**config.mk**
```make
export PLATFORM = sky130hd
export DESIGN_NAME = m_scroll_disp
export DESIGN_NICKNAME = d
export VERILOG_FILES = /design/src/rtl/m_disp_pkg.sv /design/src/rtl/m_digit_mux.sv /design/src/rtl/m_scroll_disp.sv
export SDC_FILE = /design/constraint.sdc
export NUM_CORES = 1
export LEC_CHECK = 0
export BUFFER_PORTS_ARGS = -buffer_cell sky130_fd_sc_hd__buf_4
export CAP_MARGIN = 25
export CORE_MARGIN = 5
export CORE_UTILIZATION = 35
export DETAILED_ROUTE_END_ITERATION = 10
export REMOVE_ABC_BUFFERS = 1
export SLEW_MARGIN = 20
export SYNTH_ARGS = -nofsm -noshare
export SYNTH_HDL_FRONTEND = slang
export SYNTH_HIERARCHICAL = 1
export SYNTH_SLANG_ARGS = --single-unit
```
**constraint.sdc**
```tcl
create_clock -name clk -period 1.7 [get_ports clk]
set_clock_uncertainty 0.2 [all_clocks]
set_input_delay 0.51 -clock clk [delete_from_list [all_inputs] [get_ports clk]]
set_output_delay 0.51 -clock clk [all_outputs]
set_load 0.01 [all_outputs]
```
**src/rtl/m_disp_pkg.sv**
```systemverilog
// rtl/m_disp_pkg.sv - shared constants and state encodings for the scrolling display
package m_disp_pkg;

    localparam logic [7:0] SEG_BLANK       = 8'hFF;
    localparam int         REFRESH_DIV_DEF = 50000;

    typedef enum logic [1:0] {
        S_IDLE = 2'd0,
        S_WAIT = 2'd1,
        S_LOAD = 2'd2
    } scroll_state_e;

endpackage

```
**src/rtl/m_digit_mux.sv**
```systemverilog
// rtl/m_digit_mux.sv - digit time-multiplexer for an active-low 7-segment display
// Ports: clk, rst_n (async active-low); buf_i = per-digit segment patterns (index 0 = rightmost);
//        seg = registered active-low segment drive; an = registered active-low digit enables.
module m_digit_mux
    import m_disp_pkg::*;
#(
    parameter int DIGITS      = 4,
    parameter int REFRESH_DIV = REFRESH_DIV_DEF
) (
    input  logic                   clk,
    input  logic                   rst_n,
    input  logic [DIGITS-1:0][7:0] buf_i,
    output logic [7:0]             seg,
    output logic [DIGITS-1:0]      an
);

    localparam int CNT_W = (REFRESH_DIV > 1) ? $clog2(REFRESH_DIV) : 1;
    localparam int IDX_W = (DIGITS > 1) ? $clog2(DIGITS) : 1;

    logic [CNT_W-1:0]  cnt_q, cnt_d;
    logic [IDX_W-1:0]  idx_q, idx_d;
    logic [7:0]        seg_q, seg_d;
    logic [DIGITS-1:0] an_q, an_d;

    always_comb begin
        cnt_d = cnt_q + CNT_W'(1);
        idx_d = idx_q;
        if (cnt_q == CNT_W'(REFRESH_DIV - 1)) begin
            cnt_d = '0;
            idx_d = (idx_q == IDX_W'(DIGITS - 1)) ? '0 : idx_q + IDX_W'(1);
        end
        // Outputs follow the current index, so a new slot shows one clk after idx moves.
        an_d  = ~(DIGITS'(1) << idx_q);
        seg_d = buf_i[idx_q];
    end

    always_ff @(posedge clk or negedge rst_n) begin
        if (!rst_n) begin
            cnt_q <= '0;
            idx_q <= '0;
            seg_q <= SEG_BLANK;
            an_q  <= '1;
        end else begin
            cnt_q <= cnt_d;
            idx_q <= idx_d;
            seg_q <= seg_d;
            an_q  <= an_d;
        end
    end

    assign seg = seg_q;
    assign an  = an_q;

endmodule

```
**src/rtl/m_scroll_disp.sv**
```systemverilog
// rtl/m_scroll_disp.sv - scrolls ROM segment patterns right-to-left across a multiplexed display
// Ports: clk, rst_n (async active-low); step = advance pulse; run = scroll enable;
//        restart = blank and rewind; rom_adr/rom_dat = registered-address message ROM;
//        seg/an = active-low display drive.
module m_scroll_disp
    import m_disp_pkg::*;
#(
    parameter int DIGITS      = 4,
    parameter int ADR_W       = 4,
    parameter int REFRESH_DIV = REFRESH_DIV_DEF
) (
    input  logic              clk,
    input  logic              rst_n,
    input  logic              step,
    input  logic              run,
    input  logic              restart,
    output logic [ADR_W-1:0]  rom_adr,
    input  logic [7:0]        rom_dat,
    output logic [7:0]        seg,
    output logic [DIGITS-1:0] an
);

    scroll_state_e            state_q, state_d;
    logic [ADR_W-1:0]         rom_adr_q, rom_adr_d;
    logic [DIGITS-1:0][7:0]   disp_buf_q, disp_buf_d;

    always_comb begin
        state_d    = state_q;
        rom_adr_d  = rom_adr_q;
        disp_buf_d = disp_buf_q;
        case (state_q)
            S_IDLE: if (step && run) state_d = S_WAIT;
            // rom_dat lags rom_adr by one clk; this cycle lets it settle.
            S_WAIT: state_d = S_LOAD;
            S_LOAD: begin
                for (int i = DIGITS - 1; i > 0; i--) begin
                    disp_buf_d[i] = disp_buf_q[i-1];
                end
                disp_buf_d[0] = rom_dat;
                rom_adr_d     = rom_adr_q + ADR_W'(1);
                state_d       = S_IDLE;
            end
            default: state_d = S_IDLE;
        endcase
        // restart wins over any step or load in flight.
        if (restart) begin
            state_d    = S_IDLE;
            rom_adr_d  = '0;
            disp_buf_d = {DIGITS{SEG_BLANK}};
        end
    end

    always_ff @(posedge clk or negedge rst_n) begin
        if (!rst_n) begin
            state_q    <= S_IDLE;
            rom_adr_q  <= '0;
            disp_buf_q <= {DIGITS{SEG_BLANK}};
        end else begin
            state_q    <= state_d;
            rom_adr_q  <= rom_adr_d;
            disp_buf_q <= disp_buf_d;
        end
    end

    assign rom_adr = rom_adr_q;

    m_digit_mux #(
        .DIGITS      (DIGITS),
        .REFRESH_DIV (REFRESH_DIV)
    ) u_digit_mux (
        .clk   (clk),
        .rst_n (rst_n),
        .buf_i (disp_buf_q),
        .seg   (seg),
        .an    (an)
    );

endmodule

```
==> run summary, run 1 <==
H-Tree Depth = 3
Pwr dens = 853 mW/mm²
Drt wl/cell = 14.4 µm
Most frequent cell after synthesis = dfstp_2
Max-slew violations = 0
Sequential fraction of the synthesis area = 56.7%
Area contributors post-synth = dfstp_2 (37%), dfrtp_1 (19%), a211o_1 (9.1%)
Layout area overhead = 26.3%
Ports = 29
ANT nets after route = 0
Top cells by count, synth = dfstp_2 (44), nor2b_1 (33), a211o_1 (32), dfrtp_1 (24), nor2_1 (16)
Crit-path max FO = 4
Initial Util = 35.7%
First-pass GRT wire length = 10400 µm
Synth unique cells = 38
Post-synth EDFFs = 0
Initial DRT Pass Iterations = 4
Layout cell share with drive strength beyond 1 = 45.3%
Rows = 34
Post-synth top area share = 37.3%
Maxcap violations = 0
Leakage = 1.60 nW
Synth async-reset ratio = 100%
Cell taking the most area after synthesis = dfstp_2
Hold Violations, Final = 0
Design Power = 3.34 mW
R2R depth = 4
CTS tree = yes
Setup WS post-layout = -92.7 ps
Largest net degree at the start of global routing = 57
Worst min-delay path category = input pin to flop
GRT met3 Usage = 4.72%
Post-DP HPWL = 3920 µm
Post-placement setup slack = -99.3 ps
Routability cong. = 0.781
Fin util = 45.1%
Failing checks = setup timing
Req. time, crit path = 1720 ps
Peak VDD IR = 0.000373 V
Die Wd = 104 µm
Die Y = 104 µm
Final setup fails = 8
Synth Register Bits = 68
Min Tclk post-route = 1790 ps
Vias per inst = 4.88
Number of I/O port buffers = 28
Run status = finished, violations left
Final Cycle Share = 105%
Avg Synthesized Cell Area = 12.9 µm²
Root Buffer = clkbuf_8
Tightest Pin Transition = 371 ps
GRT Total Usage = 11.7%
Hold Path Stages = 2
Final WL = 5830 µm
Nets = 312
Post-synth top flop = dfstp_2
Rel. slew slack = 75.2%
Core area = 0.00868 mm²
DRC viols = 0
Yosys warns = 6
GRT Max-Usage Layer = met2
First-iteration detailed-routing DRC count = 53
Setup TNS Final = -189 ps
Worst setup EP type = flop
Initial antenna violation count = 0
Die ar. = 0.0108 mm²
Clk pin slew, worst setup/hold paths = 80 ps
Skew-Pair Late Insertion Delay = 340 ps
Crit path launch type = flop
Finished Cell Area = 0.00391 mm²
GR Overflow Total = 0
Synthesized cell area = 0.00310 mm²
Placed instance area = 0.00360 mm²
Fmax achieved = 558 MHz
Sink Count = 68
Cts bufs inserted = 9
CTS Buffer Depth = 2
Vias in the first global route = 2070
RSZ-0062 raised after global routing = yes
Met1 usage = 15.3%
WP data arrival = 1820 ps
Diode count = 0
Global-route met2 utilization = 17.8%
Total vias in the final route = 1980
Crit Path Category = flop to flop
Cells after synthesis = 240
[layout by cell type, fill, tap and decap left out, drive strengths merged, types with 7 or more instances in the layout]
cell	instances
xor2	7
clkbuf	10
buf	55
a211o	32
inv	12
nor2b	34
dfrtp	24
nor2	16
xnor2	7
mux4	8
dfstp	44
[worst paths after layout]
path,from,to,slack [ps]
setup reg to reg,u_digit_mux/cnt_q[4],u_digit_mux/idx_q[1],-90
min in group asynchronous,rst_n,rom_adr[3],430
hold / removal,rom_dat[5],disp_buf_q[5],170
hold reg to reg,state_q[1],state_q[0],290
setup / recovery,u_digit_mux/cnt_q[4],u_digit_mux/idx_q[1],-90
max in group asynchronous,rst_n,disp_buf_q[30],320
[where the power goes]
part / internal [mW] / switching, mW / total [mW]
clock: 0.828 / 0.626 / 1.45
sequential: 1.68 / 0.0213 / 1.70
combinational: 0.0952 / 0.0909 / 0.186
total: 2.60 / 0.738 / 3.34
[state kept, by name, summed over array words and instances, names as in the netlist]
name and cells:
rom_adr 4, u_digit_mux/an 4, u_digit_mux/seg 8, u_digit_mux/idx_q 2, u_digit_mux/cnt_q 16, disp_buf_q 32
state_q 2
[per-layer routing]
metal / part of all wire [%] / wire (µm)
met5: 0 / 0
met4: 1.1 / 63
met3: 5.2 / 302
met2: 48 / 2780
met1: 46 / 2690
[area by class of cell]
class | count | area [µm²]
Multi-Input combinational cell | 148 | 1250
Tap cell | 108 | 135
Sequential cell | 68 | 1760
Timing Repair Buffer | 56 | 518
Clock inverter | 6 | 86.3
Inverter | 10 | 37.5
Clock buffer | 10 | 128
Fill cell | 826 | 4770
[cells by family after synthesis]
kind of cell,Yosys count,share of synthesized area [%]
adders and majority gates,6,2.42
xor gates and xnor gates,14,3.96
DFF,68,56.7
buffers and inverters,24,3.60
AOI/OAI and AO/OA,36,9.98
and+or+nand+nor,80,16.0
muxes,12,7.35
[critical path, cell delays in order (launching register included)]
cell and delay [ps]:
dfrtp_1 390, nor4b_2 320, nand4_2 190, nor3_4 260
mux2_4 320
[stage by stage]
stage,hold WS [ps],instances
finish,166,406
global route,155,406
CTS,150,406
detailed placement,256,386
global placement,253,386
floorplan,14.4,226
[what timing repair did]
item / CTS / global route
gates resized for setup: 16 / 3
endpoints found under the setup margin: 20 / 24
endpoints found under the hold margin: 4 / 0
pin swaps: 4 / 1
hold buffers: 1 / 0
setup buffers: 3 / 1
gates cloned: 0 / 0
Note: power is estimated with default switching activity, not from simulation.
==> run 2, diff against run 1 <==
- ABC_AREA: unset -> 1
==> run summary, run 2 <==
Run status = completed (was finished, violations left)
Fmax achieved = 598 MHz (was 558 MHz)
Top cells by count, synth = nand2_1 (73), nor2_1 (61), dfstp_2 (44), o21ai_0 (35), inv_1 (30) (was dfstp_2 (44), nor2b_1 (33), a211o_1 (32), dfrtp_1 (24), nor2_1 (16))
Post-DP HPWL = 4690 µm (was 3920 µm)
Cells after synthesis = 365 (was 240)
Diode count = 0 (unchanged)
Hold Path Stages = 3 (was 2)
Finished Cell Area = 0.00381 mm² (was 0.00391 mm²)
R2R depth = 6 (was 4)
Pwr dens = 836 mW/mm² (was 853 mW/mm²)
Critical Path Max Stage Delay = 530 ps (was 390 ps)
Synthesized cell area = 0.00317 mm² (was 0.00310 mm²)
Total vias in the final route = 2512 (was 1980)
Req. time, crit path = 990 ps (was 1720 ps)
Nets = 424 (was 312)
Final setup fails = 0 (was 8)
Largest net degree at the start of global routing = 33 (was 57)
Most frequent cell after synthesis = nand2_1 (was dfstp_2)
Min Tclk post-route = 1670 ps (was 1790 ps)
Sequential fraction of the synthesis area = 55.4% (was 56.7%)
Avg Synthesized Cell Area = 8.69 µm² (was 12.9 µm²)
Setup TNS Final = 0 ps (was -189 ps)
Crit-path max FO = 1 (was 4)
Design Power = 3.19 mW (was 3.34 mW)
Tightest Pin Transition = 363 ps (was 371 ps)
Layout area overhead = 20.1% (was 26.3%)
Storage cell area = 0.00176 mm² (unchanged)
GRT Total Usage = 13.2% (was 11.7%)
Clk pin slew, worst setup/hold paths = 80 ps (about the same)
H-Tree Depth = 3 (unchanged)
Routability cong. = 0.821 (was 0.781)
Fin cells = 518 (was 406)
Sink Count = 68 (unchanged)
Drt wl/cell = 13.3 µm (was 14.4 µm)
Area of the multi-input gates = 0.00122 mm² (was 0.00125 mm²)
Skew-Pair Late Insertion Delay = 340 ps (about the same)
RR Startpoint = u_digit_mux/cnt_q[0] (was u_digit_mux/cnt_q[4])
Post-synth top area share = 36.4% (was 37.3%)
Synth async-reset ratio = 100% (unchanged)
Post-synth EDFFs = 0 (unchanged)
Max FFs per register = 32 (unchanged)
Fill count = 885 (was 826)
Maxcap violations = 0 (unchanged)
Rows = 34 (unchanged)
Hold Violations, Final = 0 (unchanged)
Hold wc startpoint = rom_dat[3] (was rom_dat[5])
Hold endpoint = disp_buf_q[3] (was disp_buf_q[5])
Crit Path Category = flop to output port (was flop to flop)
FF-to-FF setup slack = 150 ps (was -90 ps)
Leakage = 1.74 nW (was 1.60 nW)
Initial Util = 36.2% (was 35.7%)
Post-synth top flop = dfstp_2 (unchanged)
Final Cycle Share = 98.4% (was 105%)
Initial DRT Pass Iterations = 4 (unchanged)
Most frequent cells in the layout = nand2_1 (73), nor2_1 (60), dfstp_2 (44) (was dfstp_2 (44), buf_4 (39), nor2b_1 (33))
First-iteration detailed-routing DRC count = 117 (was 53)
ANT nets after route = 0 (unchanged)
Core area = 0.00876 mm² (was 0.00868 mm²)
First-pass GRT wire length = 11900 µm (was 10400 µm)
Post-placement setup slack = 102 ps (was -99.3 ps)
Cells after DPL = 499 (was 386)
Vias per inst = 4.85 (was 4.88)
Commonest non-fill, non-tap cell in the layout = nand2_1 (was dfstp_2)
Root Buffer = clkbuf_8 (unchanged)
Largest Register = disp_buf_q (unchanged)
Worst reg2reg path endpoint = u_digit_mux/cnt_q[4] (was u_digit_mux/idx_q[1])
Layout cell share with drive strength beyond 1 = 28.0% (was 45.3%)
Max-slew violations = 0 (unchanged)
CTS Buffer Depth = 2 (unchanged)
Setup WS post-layout = 26.9 ps (was -92.7 ps)
Ports = 29 (unchanged)
Rel. slew slack = 75.8% (was 75.2%)
Area contributors post-synth = dfstp_2 (36%), dfrtp_1 (19%), nand2_1 (8.6%) (was dfstp_2 (37%), dfrtp_1 (19%), a211o_1 (9.1%))
RSZ-0062 raised after global routing = yes (unchanged)
Initial antenna violation count = 0 (unchanged)
CTS tree = yes (unchanged)
Worst min-delay path category = input pin to flop (unchanged)
Final WL = 6880 µm (was 5830 µm)
Vias in the first global route = 2422 (was 2070)
Slowest-stage cell, CP = dfstp_2 (was dfrtp_1)
CP Buf/Inv Count = 1 (was 0)
Crit path launch type = flop (unchanged)
GR Overflow Total = 0 (unchanged)
Cts bufs inserted = 9 (unchanged)
Die ar. = 0.0111 mm² (was 0.0108 mm²)
Peak VDD IR = 0.000345 V (was 0.000373 V)
Yosys warns = 6 (unchanged)
Cell taking the most area after synthesis = dfstp_2 (unchanged)
Die Wd = 105 µm (was 104 µm)
Die Y = 105 µm (was 104 µm)
Cell family with most CP delay = flip-flops (was simple AND/OR/NAND/NOR gates)
Synth Register Bits = 68 (unchanged)
DRC viols = 0 (unchanged)
WP data arrival = 960 ps (was 1820 ps)
Placed instance area = 0.00356 mm² (was 0.00360 mm²)
Number of I/O port buffers = 28 (unchanged)
Worst setup EP type = output port (was flop)
Critical path cell sequence = buf_6 (was nor4b_2, nand4_2, nor3_4, mux2_4)
Synth unique cells = 29 (was 38)
[run 2: cell types whose count changed after synthesis, moves of 24 or more]
| cell | previous run | this run |
|---|---|---|
| a211o_1 | 32 | 0 |
| nand2_1 | 4 | 73 |
| nand3_1 | 5 | 29 |
| nor2_1 | 16 | 61 |
| nor2b_1 | 33 | 1 |
| o21ai_0 | 0 | 35 |
[run 2: final cells by class]
type / count / area share [%]
timing repair buffer: 42 / 10.3
multi-input combinational: 251 / 31.9
clock buffer: 11 / 3.45
inverter: 33 / 3.25
clock inverter: 5 / 1.44
tap: 108 / 3.54
sequential: 68 / 46.1
[run 2: worst reg2reg max path, cell delays in order, from the launching register on]
cell     delay, ps
dfrtp_1        420
ha_2           240
nand3_2        150
nor2_2         170
nand2_2        110
inv_2          100
nor2_1          40
[run 2: timing repair]
action,4_1_cts,5_1_grt
resized for setup,0,12
hold buffers,1,0
setup buffers,0,2
hold endpoints to repair,12,0
setup endpoints to repair,0,20
[run 2: worst max path at each step]
stage	start	endpoint	slack, ps	cells past startpoint
finish	u_digit_mux/seg[6]	seg[6]	30	1
global placement	u_digit_mux/cnt_q[0]	u_digit_mux/cnt_q[4]	160	6
global route	u_digit_mux/seg[6]	seg[6]	-8	1
CTS	u_digit_mux/seg[0]	seg[0]	0.6	1
detailed placement	u_digit_mux/cnt_q[0]	u_digit_mux/cnt_q[3]	100	6
floorplan	u_digit_mux/idx_q[0]	u_digit_mux/idx_q[1]	60	4
[run 2: cell families (layout without fill, tap and decap cells)]
logic type | Yosys count | count (layout) | share of synthesized area (%)
XOR/XNOR | 6 | 6 | 1.66
adder cells (fa/ha/maj) | 6 | 6 | 2.37
buffers and inverters | 46 | 91 | 6.43
AO/OA/AOI/OAI | 57 | 57 | 9.54
flip-flops | 68 | 68 | 55.4
AND/OR/NAND/NOR | 182 | 182 | 24.6
[run 2: metal layers]
| metal | track usage (%) | share of wire, % | vias up |
|---|---|---|---|
| met3 | 2.75 | 5.2 | 11 |
| li1 | - | - | 1257 |
| met4 | 5.94 | 1.7 | 0 |
| met1 | 19.2 | 49 | 1183 |
| met5 | 0 | 0 | - |
| met2 | 18.8 | 45 | 61 |
[run 2: report_power, final]
group          total (mW)  leakage, nW  switching (mW)  internal [mW]
Sequential           1.71        0.783          0.0228           1.69
Combinational       0.189        0.869           0.108         0.0806
Clock                1.29       0.0893           0.616          0.674
[run 2: stage by stage]
step	hold slack, ps	util (%)
finish	203	43.5
global route	220	43.5
CTS	189	42.8
detailed placement	254	40.6
global placement	251	40.6
floorplan	14.4	-
==> run 3, diff against run 2 <==
- CORE_MARGIN: 5 -> 8
- CORE_UTILIZATION: 35 -> 53
- GPL_TIMING_DRIVEN: unset -> 1
- PLACE_DENSITY: unset -> 0.75
==> run summary, run 3 (synthesis gave the netlist of run 2 again) <==
Run status = completed (unchanged)
Fill count = 479 (was 885)
Final setup fails = 0 (unchanged)
Rows = 28 (was 34)
Slowest-stage cell, CP = dfstp_2 (unchanged)
Min Tclk post-route = 1680 ps (was 1670 ps)
Hold Violations, Final = 0 (unchanged)
Setup TNS Final = 0 ps (unchanged)
Final hold slack = 194 ps (was 203 ps)
Peak VDD IR = 0.000759 V (was 0.000345 V)
Drt wl/cell = 13.8 µm (was 13.3 µm)
Fmax achieved = 595 MHz (was 598 MHz)
First-pass GRT wire length = 11600 µm (was 11900 µm)
Crit-path max FO = 1 (unchanged)
Cells after DPL = 466 (was 499)
ANT nets after route = 0 (unchanged)
RSZ-0062 raised after global routing = yes (unchanged)
Skew-Pair Late Insertion Delay = 350 ps (was 340 ps)
FF-to-FF setup slack = 150 ps (about the same)
Critical Path Max Stage Delay = 530 ps (about the same)
CTS Buffer Depth = 2 (unchanged)
Critical path cell sequence = buf_6 (unchanged)
Most frequent cells in the layout = nand2_1 (73), nor2_1 (60), dfstp_2 (44) (unchanged)
Placed instance area = 0.00352 mm² (was 0.00356 mm²)
CP Buf/Inv Count = 1 (unchanged)
CTS tree = yes (unchanged)
Initial DRT Pass Iterations = 4 (unchanged)
Vias in the first global route = 2489 (was 2422)
Rel. slew slack = 81.8% (was 75.8%)
CP Launch Point = u_digit_mux/seg[6] (unchanged)
Initial Util = 54.2% (was 36.2%)
Worst reg2reg path endpoint = u_digit_mux/cnt_q[8] (was u_digit_mux/cnt_q[4])
Diode count = 0 (unchanged)
R2R depth = 6 (unchanged)
WP data arrival = 970 ps (was 960 ps)
First-iteration detailed-routing DRC count = 132 (was 117)
Number of I/O port buffers = 28 (unchanged)
Sink Count = 68 (unchanged)
Initial antenna violation count = 0 (unchanged)
Worst min-delay path category = input pin to flop (unchanged)
Final Cycle Share = 98.8% (was 98.4%)
Nets = 422 (was 424)
Vias per inst = 5.17 (was 4.85)
Cell family with most CP delay = flip-flops (unchanged)
Routability cong. = 0.854 (was 0.821)
Largest Register = disp_buf_q (unchanged)
H-Tree Depth = 3 (unchanged)
Largest net degree at the start of global routing = 30 (was 33)
Critical path depth = 1 (unchanged)
Ports = 29 (unchanged)
Tightest Pin Transition = 273 ps (was 363 ps)
GR Overflow Total = 0 (unchanged)
Pwr dens = 882 mW/mm² (was 836 mW/mm²)
Die Wd = 93.4 µm (was 105 µm)
Layout area overhead = 19.7% (was 20.1%)
Die Y = 93.4 µm (was 105 µm)
Leakage = 1.76 nW (was 1.74 nW)
Fin cells = 483 (was 518)
Crit path launch type = flop (unchanged)
Core area = 0.00585 mm² (was 0.00876 mm²)
Crit Path Category = flop to output port (unchanged)
Die ar. = 0.00872 mm² (was 0.0111 mm²)
RR Startpoint = u_digit_mux/cnt_q[0] (unchanged)
Critical Path Sink = seg[6] (unchanged)
Commonest non-fill, non-tap cell in the layout = nand2_1 (unchanged)
Maxcap violations = 0 (unchanged)
Cts bufs inserted = 9 (unchanged)
Finished Cell Area = 0.00380 mm² (was 0.00381 mm²)
Max FFs per register = 32 (unchanged)
Root Buffer = clkbuf_8 (unchanged)
Req. time, crit path = 990 ps (about the same)
Worst setup EP type = output port (unchanged)
Clk pin slew, worst setup/hold paths = 70 ps (was 80 ps)
Design Power = 3.35 mW (was 3.19 mW)
DRC viols = 0 (unchanged)
Setup bufs post-CTS = 0 (unchanged)
Layout cell share with drive strength beyond 1 = 27.7% (was 28.0%)
Max-slew violations = 0 (unchanged)
GRT Total Usage = 17.1% (was 13.2%)
Final WL = 6660 µm (was 6880 µm)
Total vias in the final route = 2496 (was 2512)
Post-DP HPWL = 4510 µm (was 4690 µm)
-- run 3: area by class of cell --
class                   instances  area (µm²)  area share [%]
flip-flops and latches         68        1760            46.3
multi-input cells             251        1210            32.0
clock buffers                  13         181            4.78
repair buffers                 40         385            10.1
clock inverters                 3        40.0            1.05
inverters                      33         124            3.26
well taps                      75        93.8            2.47
-- run 3: worst min path at each step --
| stage | cells past startpoint | end | slack (ps) | startpoint |
|---|---|---|---|---|
| after floorplan | 0 | rom_adr[0] | 10 | rst_n |
| after global placement | 1 | u_digit_mux/cnt_q[7] | 190 | rst_n |
| after detailed placement | 1 | u_digit_mux/cnt_q[11] | 190 | rst_n |
| after CTS | 3 | disp_buf_q[5] | 180 | rom_dat[5] |
| after global routing | 3 | disp_buf_q[5] | 190 | rom_dat[5] |
| final | 3 | disp_buf_q[0] | 190 | rom_dat[0] |
-- run 3: what timing repair did --
item                       4_1_cts  5_1_grt
setup endpoints to repair        4       20
hold endpoints to repair        10        0
hold buffers                     1        0
gates resized for setup          4       10
cloned                           0        0
-- run 3: per-stage QoR --
| stage | util (%) | setup slack [ps] |
|---|---|---|
| floorplan | - | 64.1 |
| global placement | 60.1 | 163 |
| detailed placement | 60.1 | 114 |
| CTS | 64.3 | 0.0357 |
| global route | 64.9 | -16.9 |
| finish | 64.9 | 19.9 |
-- run 3: metal layers --
layer | routed length, µm | vias up | part of all wire (%) | global-route usage [%]
li1 | - | 1253 | - | -
met1 | 2980 | 1166 | 45 | 21.1
met2 | 3100 | 62 | 46 | 25.8
met3 | 392 | 15 | 5.9 | 4.41
met4 | 187 | 0 | 2.8 | 11.4
met5 | 0 | - | 0 | 0
-- run 3: worst register-to-register path, delay by kind of cell (launching register included) --
kind / cells / cell delay (ps)
and+or+nand+nor: 5 / 610
DFF: 1 / 410
adders and majority gates: 1 / 230
-- run 3: power breakdown --
| group | total (mW) | switching, mW | internal, mW |
|---|---|---|---|
| combinational | 0.191 | 0.108 | 0.0829 |
| clock | 1.45 | 0.598 | 0.852 |
| sequential | 1.71 | 0.0225 | 1.69 |
